## src/rtl/mem_port_arbiter.sv

```systemverilog
// Round-robin arbiter sharing one single-port synchronous SRAM between the
// instruction-fetch (I) and load/store (D) ports, with registered SRAM pins.
module mem_port_arbiter #(
    parameter int AW = 7,
    parameter int DW = 32
) (
    input  logic          clk,
    input  logic          rst_n,
    input  logic          i_req,
    input  logic [AW-1:0] i_addr,
    output logic          i_ack,
    input  logic          d_req,
    input  logic          d_we,
    input  logic [AW-1:0] d_addr,
    input  logic [DW-1:0] d_wdata,
    output logic          d_ack,
    output logic [DW-1:0] rdata,
    output logic          stall,
    output logic          mem_cen,
    output logic          mem_wen,
    output logic          mem_oen,
    output logic [AW-1:0] mem_a,
    output logic [DW-1:0] mem_d,
    input  logic [DW-1:0] mem_q
);

    typedef enum logic [1:0] {
        ST_IDLE   = 2'd0,
        ST_ACCESS = 2'd1,
        ST_RESP   = 2'd2
    } state_t;

    localparam logic PORT_I = 1'b0;
    localparam logic PORT_D = 1'b1;

    // When both ports contend, the one not served last wins.
    function automatic logic pick_port(input logic i_r, input logic d_r, input logic last);
        if (i_r && d_r) begin
            return ~last;
        end else if (d_r) begin
            return PORT_D;
        end else begin
            return PORT_I;
        end
    endfunction

    state_t        state_r, state_nxt_s;
    logic          gnt_r, gnt_nxt_s;
    logic          last_r, last_nxt_s;
    logic          is_rd_r, is_rd_nxt_s;
    logic          mem_cen_r, mem_cen_nxt_s;
    logic          mem_wen_r, mem_wen_nxt_s;
    logic          mem_oen_r, mem_oen_nxt_s;
    logic [AW-1:0] mem_a_r, mem_a_nxt_s;
    logic [DW-1:0] mem_d_r, mem_d_nxt_s;

    logic          load_s;
    logic          sel_port_s;
    logic          ld_is_rd_s;
    logic [AW-1:0] ld_addr_s;
    logic [DW-1:0] ld_wdata_s;

    // In RESP only the port that was not just acked may be granted.
    assign sel_port_s = (state_r == ST_RESP) ? ~gnt_r : pick_port(i_req, d_req, last_r);
    assign ld_is_rd_s = sel_port_s ? ~d_we : 1'b1;
    assign ld_addr_s  = sel_port_s ? d_addr : i_addr;
    assign ld_wdata_s = (sel_port_s && d_we) ? d_wdata : {DW{1'b0}};

    // Next-state and next-pin logic for the access sequencer.
    always_comb begin
        load_s        = 1'b0;
        state_nxt_s   = state_r;
        gnt_nxt_s     = gnt_r;
        last_nxt_s    = last_r;
        is_rd_nxt_s   = is_rd_r;
        mem_cen_nxt_s = mem_cen_r;
        mem_wen_nxt_s = mem_wen_r;
        mem_oen_nxt_s = mem_oen_r;
        mem_a_nxt_s   = mem_a_r;
        mem_d_nxt_s   = mem_d_r;
        case (state_r)
            ST_IDLE: begin
                load_s = i_req | d_req;
            end
            ST_ACCESS: begin
                load_s        = 1'b0;
                mem_cen_nxt_s = 1'b1;
                mem_wen_nxt_s = 1'b1;
                mem_oen_nxt_s = ~is_rd_r;
            end
            ST_RESP: begin
                mem_oen_nxt_s = 1'b1;
                load_s        = gnt_r ? i_req : d_req;
            end
            default: begin
                load_s        = 1'b0;
                mem_cen_nxt_s = 1'b1;
                mem_wen_nxt_s = 1'b1;
                mem_oen_nxt_s = 1'b1;
            end
        endcase
        if (load_s) begin
            state_nxt_s   = ST_ACCESS;
            gnt_nxt_s     = sel_port_s;
            last_nxt_s    = sel_port_s;
            is_rd_nxt_s   = ld_is_rd_s;
            mem_cen_nxt_s = 1'b0;
            mem_wen_nxt_s = ld_is_rd_s;
            mem_a_nxt_s   = ld_addr_s;
            mem_d_nxt_s   = ld_wdata_s;
        end else begin
            state_nxt_s = (state_r == ST_ACCESS) ? ST_RESP : ST_IDLE;
        end
    end

    // State and SRAM pin registers; last resets to D so I wins the first contention.
    always_ff @(posedge clk) begin
        if (!rst_n) begin
            state_r   <= ST_IDLE;
            gnt_r     <= PORT_I;
            last_r    <= PORT_D;
            is_rd_r   <= 1'b0;
            mem_cen_r <= 1'b1;
            mem_wen_r <= 1'b1;
            mem_oen_r <= 1'b1;
            mem_a_r   <= {AW{1'b0}};
            mem_d_r   <= {DW{1'b0}};
        end else begin
            state_r   <= state_nxt_s;
            gnt_r     <= gnt_nxt_s;
            last_r    <= last_nxt_s;
            is_rd_r   <= is_rd_nxt_s;
            mem_cen_r <= mem_cen_nxt_s;
            mem_wen_r <= mem_wen_nxt_s;
            mem_oen_r <= mem_oen_nxt_s;
            mem_a_r   <= mem_a_nxt_s;
            mem_d_r   <= mem_d_nxt_s;
        end
    end

    assign mem_cen = mem_cen_r;
    assign mem_wen = mem_wen_r;
    assign mem_oen = mem_oen_r;
    assign mem_a   = mem_a_r;
    assign mem_d   = mem_d_r;

    assign i_ack = (state_r == ST_RESP) && (gnt_r == PORT_I);
    assign d_ack = (state_r == ST_RESP) && (gnt_r == PORT_D);
    assign rdata = ((state_r == ST_RESP) && is_rd_r) ? mem_q : {DW{1'b0}};
    assign stall = (i_req & ~i_ack) | (d_req & ~d_ack);

endmodule

```

## config.mk

```make
export PLATFORM = sky130hd
export DESIGN_NAME = mem_port_arbiter
export DESIGN_NICKNAME = d
export VERILOG_FILES = /design/src/rtl/mem_port_arbiter.sv
export SDC_FILE = /design/constraint.sdc
export NUM_CORES = 1
export LEC_CHECK = 0
export BUFFER_PORTS_ARGS = -buffer_cell sky130_fd_sc_hd__buf_2
export CAP_MARGIN = 25
export CORE_MARGIN = 4
export CORE_UTILIZATION = 27
export CTS_CLUSTER_DIAMETER = 60
export DETAILED_ROUTE_END_ITERATION = 7
export PLACE_DENSITY = 0.73
export SLEW_MARGIN = 10
export SYNTH_ARGS = -nofsm -noshare
export SYNTH_HDL_FRONTEND = slang
export SYNTH_SLANG_ARGS = --single-unit
```

## constraint.sdc

```tcl
create_clock -name clk -period 1.6 [get_ports clk]
set_input_delay 0.08 -clock clk [delete_from_list [all_inputs] [get_ports clk]]
set_output_delay 0.08 -clock clk [all_outputs]
set_load 0.005 [all_outputs]
```

==> parameters.txt <==
Parameter                              Value

Worst hold path
  Worst-case hold path end point ... mem_d[18]
  Source of the worst hold timing path ... d_wdata[18]
  Type of the most critical hold path ... in2reg
  Hold path cells ... 2

Layout
  Number of nets at the end of the flow ... 449
  Fillers ... around 600
  Highest-count cells in the layout ignoring fill and taps ... sky130_fd_sc_hd__buf_2 (159), sky130_fd_sc_hd__dfxtp_1 (45), sky130_fd_sc_hd__a22o_1 (32)
  Share of layout cells above drive strength 1 ... about 52%
  Commonest non-fill, non-tap cell in the layout ... sky130_fd_sc_hd__buf_2
  Antenna Cells ... 0
  Synth-to-Final Area Change ... 71.51%

Setup path
  Critical Path Source Type ... flop
  Beginning of the worst register-to-register path ... gnt_r
  Path type of the worst setup path ... reg2out
  Worst endpoint data arrival time ... about 1.5 ns
  Worst setup slack for register-to-register paths ... 0.06 ns
  Worst R2R End ... mem_d[30]
  Delay contributed by the slowest stage of the critical path ... 0.36 ns
  Maximum net fanout on the critical path ... 16
  Kind of end point of the critical path ... output pin
  Number of buffers and inverters on the critical path ... 3
  Data required time of the worst path ... ~1.5 ns
  Kind of cell with the highest combined delay on the critical path ... buffers and inverters
  Master of the slowest instance on the critical path ... sky130_fd_sc_hd__dfxtp_2
  Cell count of the worst reg-to-reg path ... 5
  Chain of cells forming the critical path ... buf_4 -> nor2b_4 -> buf_6 -> and3_1 -> buf_2

Timing
  RSZ-0062 raised after global routing ... true
  Final hold violations ... 0
  Max Freq ... between 600 and 700 MHz
  Actual slew at the worst max-slew pin ... 0.2231 ns
  Clock skew ... around 0.0074 ns
  Count of final max-slew check failures ... 0
  Worst Hold Margin ... ~0.010 ns
  Worst Setup Slack, final ... 0.02158 ns
  Ratio of final minimum period to clock period ... a little over nine tenths
  Final-report setup violation count ... 0
  Time the final worst path needs with I/O delays and setup ... ~1.6 ns
  Tightest slew margin relative to the limit ... approximately 85%

Synth
  Share of the synthesized area in the top cell type ... 49.70%
  Syn Nets ... 256
  Post-Syn Area per Cell ... 10.94 um2
  Mapped cell area ... between 1500 and 2000 um2
  Yosys warnings ... 0
  Cell types with the largest area share after synthesis ... sky130_fd_sc_hd__dfxtp_1 (50%), sky130_fd_sc_hd__a22o_1 (15%), sky130_fd_sc_hd__and3_1 (11%)
  Part of the Yosys area used for sequential elements ... between 40% and 50%
  Library cells used by synthesis ... 28
  Number of synthesized register bits ... 47
  Post-synth top area cell ... sky130_fd_sc_hd__dfxtp_1
  Cells after Synth ... ~170

Floorplan
  Die Wd ... 91.74 um
  Overall die area ... 8415 um2
  Core Rows ... 30
  Vertical extent of the die ... between 90 and 100 um
  Io pins ... 160
  Area of the core ... around 6800 um2
  Initial Utilization ... between 20% and 30%

GRT
  Via count of the first global-routing pass ... 2,097
  GR met3 Demand/Resource ... about 5.2%
  Global-route met2 utilization ... approximately 30%
  Pin count of the biggest net entering global routing ... 34
  Total global-route track usage ... between 10% and 20%
  Global-route wire length before repair ... between 10,000 and 15,000 um
  GR Overflow Total ... 0
  Routing usage on met1 ... 14.61%
  Initial antenna violation count ... 0
  Busiest metal layer after global routing ... met2

Clock network
  Deepest level of the CTS H-tree ... 2
  Clock tree sinks ... 47
  Clock tree from TritonCTS ... done
  Number of buffers between clock root and the deepest sink ... 2
  Root buffer selected by CTS ... sky130_fd_sc_hd__clkbuf_8
  Post-CTS repair timing setup buffer count ... 0
  Clock input transition at the sequential cells of the worst setup and hold paths ... ~0.09 ns
  Clock latency on the worst-skew pair ... ~0.30 ns
  Total CTS buffers ... 5

Routing
  Final Routed Wirelength ... about 7000 um
  Vias per inst ... roughly 4.6
  ANT nets after route ... 0
  Count of routing violations after the opening detailed-route iteration ... 67
  Number of optimization iterations in the first detailed-route pass ... 4
  Routed len/inst ... approximately 15 um
  Via count ... 2,132
  Drt drc ... 0

Power and ir drop
  Static Leak ... 1.831 nW
  Worst-case vdd ir drop ... 374.1 uV
  Power per cell area ... between 800 and 900 nW/um2

Place
  Worst setup slack before clock tree synthesis ... about 0.04 ns
  I/O Buffers ... between 150 and 200
  HPWL reported at the end of detailed placement ... just under 5000 um
  Final weighted congestion of routability-driven global placement ... 0.7542

Job
  Max_cap viols ... 0

Outcome
  Run status ... complete, no violations
[state kept, by name (all words and copies together), names as in the netlist]
register,count
gnt_r,1
mem_oen,1
last_r,1
is_rd_r,1
mem_wen,1
mem_d,32
mem_cen,1
state_r,2
mem_a,7
[layout make-up]
| type | instances | area (um2) | area share (%) |
|---|---|---|---|
| clock buffers | 5 | 68.82 | 2.119 |
| clock inverters | 3 | 47.55 | 1.464 |
| inverters | 6 | 22.52 | 0.6936 |
| multi-input cells | 105 | 843.3 | 25.97 |
| flip-flops and latches | 47 | 943.4 | 29.06 |
| well taps | 96 | 120.1 | 3.699 |
| repair buffers | 201 | 1201 | 36.99 |
[stage by stage]
stage               TNS, ns  instance area [um2]  util (%)  total power, W  std cells
detailed placement        0                 2805     41.29        0.001710        426
floorplan                 0                 1893         -        0.001493        173
finish                    0                 3247     47.79        0.002644        463
CTS                       0                 3211     47.26        0.002654        462
global route        -0.1146                 3247     47.79        0.002767        463
global placement          0                 2805     41.29        0.001703        426
[cells in the mapped netlist]
| cell | count |
|---|---|
| sky130_fd_sc_hd__and3_1 | 32 |
| sky130_fd_sc_hd__nand2b_1 | 1 |
| sky130_fd_sc_hd__buf_6 | 7 |
| sky130_fd_sc_hd__nor3_4 | 1 |
| sky130_fd_sc_hd__and2_1 | 1 |
| sky130_fd_sc_hd__a22o_1 | 32 |
| sky130_fd_sc_hd__a22oi_1 | 1 |
| sky130_fd_sc_hd__nand3b_1 | 1 |
| sky130_fd_sc_hd__o21ai_0 | 3 |
| sky130_fd_sc_hd__buf_2 | 1 |
| sky130_fd_sc_hd__nor2b_1 | 1 |
| sky130_fd_sc_hd__buf_4 | 1 |
| sky130_fd_sc_hd__o211ai_2 | 1 |
| sky130_fd_sc_hd__mux2i_1 | 7 |
| sky130_fd_sc_hd__dfxtp_1 | 47 |
| sky130_fd_sc_hd__nand2_1 | 5 |
| sky130_fd_sc_hd__a21boi_2 | 1 |
| sky130_fd_sc_hd__o31ai_1 | 1 |
| sky130_fd_sc_hd__clkbuf_1 | 6 |
| sky130_fd_sc_hd__or3b_4 | 1 |
| sky130_fd_sc_hd__o2bb2ai_1 | 8 |
| sky130_fd_sc_hd__a31oi_1 | 1 |
| sky130_fd_sc_hd__o2111ai_4 | 1 |
| sky130_fd_sc_hd__a21oi_1 | 2 |
| sky130_fd_sc_hd__nor3b_1 | 2 |
| sky130_fd_sc_hd__inv_1 | 6 |
| sky130_fd_sc_hd__a21o_1 | 1 |
| sky130_fd_sc_hd__nor2_1 | 1 |
[worst reg2reg max path: stages (launching register included)]
cell and delay (ns):
sky130_fd_sc_hd__dfxtp_1 0.36, sky130_fd_sc_hd__or3b_4 0.43, sky130_fd_sc_hd__o2111ai_4 0.13, sky130_fd_sc_hd__nor3_4 0.07, sky130_fd_sc_hd__buf_4 0.19, sky130_fd_sc_hd__a22o_1 0.25
[power by group]
group          switching [W]  total [W]  internal [W]
Clock               0.000414   0.000888      0.000474
Sequential         0.0000361    0.00127       0.00123
Combinational       0.000216   0.000490      0.000273
[cell families after synthesis]
kind of cell    share of synthesized area [%]
buf+inv                                 7.204
flops                                   49.70
mux                                     3.701
simple gates                            15.40
compound gates                          23.99
[routing by layer]
| layer | share of wire (%) | wire length, um |
|---|---|---|
| met1 | 35 | 2438 |
| met2 | 53 | 3704 |
| met3 | 9.8 | 685 |
| met4 | 2.0 | 142 |
| met5 | 0 | 0 |
[worst max path at each step]
stage                    start        end  slack, ns  depth (start not counted)
finish              state_r[1]   rdata[8]       0.02                          5
global route             gnt_r  mem_d[30]      -0.02                          6
CTS                 state_r[1]   rdata[8]       0.01                          5
detailed placement       gnt_r   mem_d[6]       0.04                          6
global placement         gnt_r  mem_d[17]       0.08                          6
floorplan           state_r[1]  mem_d[10]       0.05                          5
[timing repair]
item	4_1_cts	5_1_grt
gates cloned	1	0
pin swaps	0	0
hold buffers	27	1
setup endpoints to repair	25	59
hold endpoints to repair	27	1
gates resized for setup	4	8
Power figures use the tool's default switching activity.
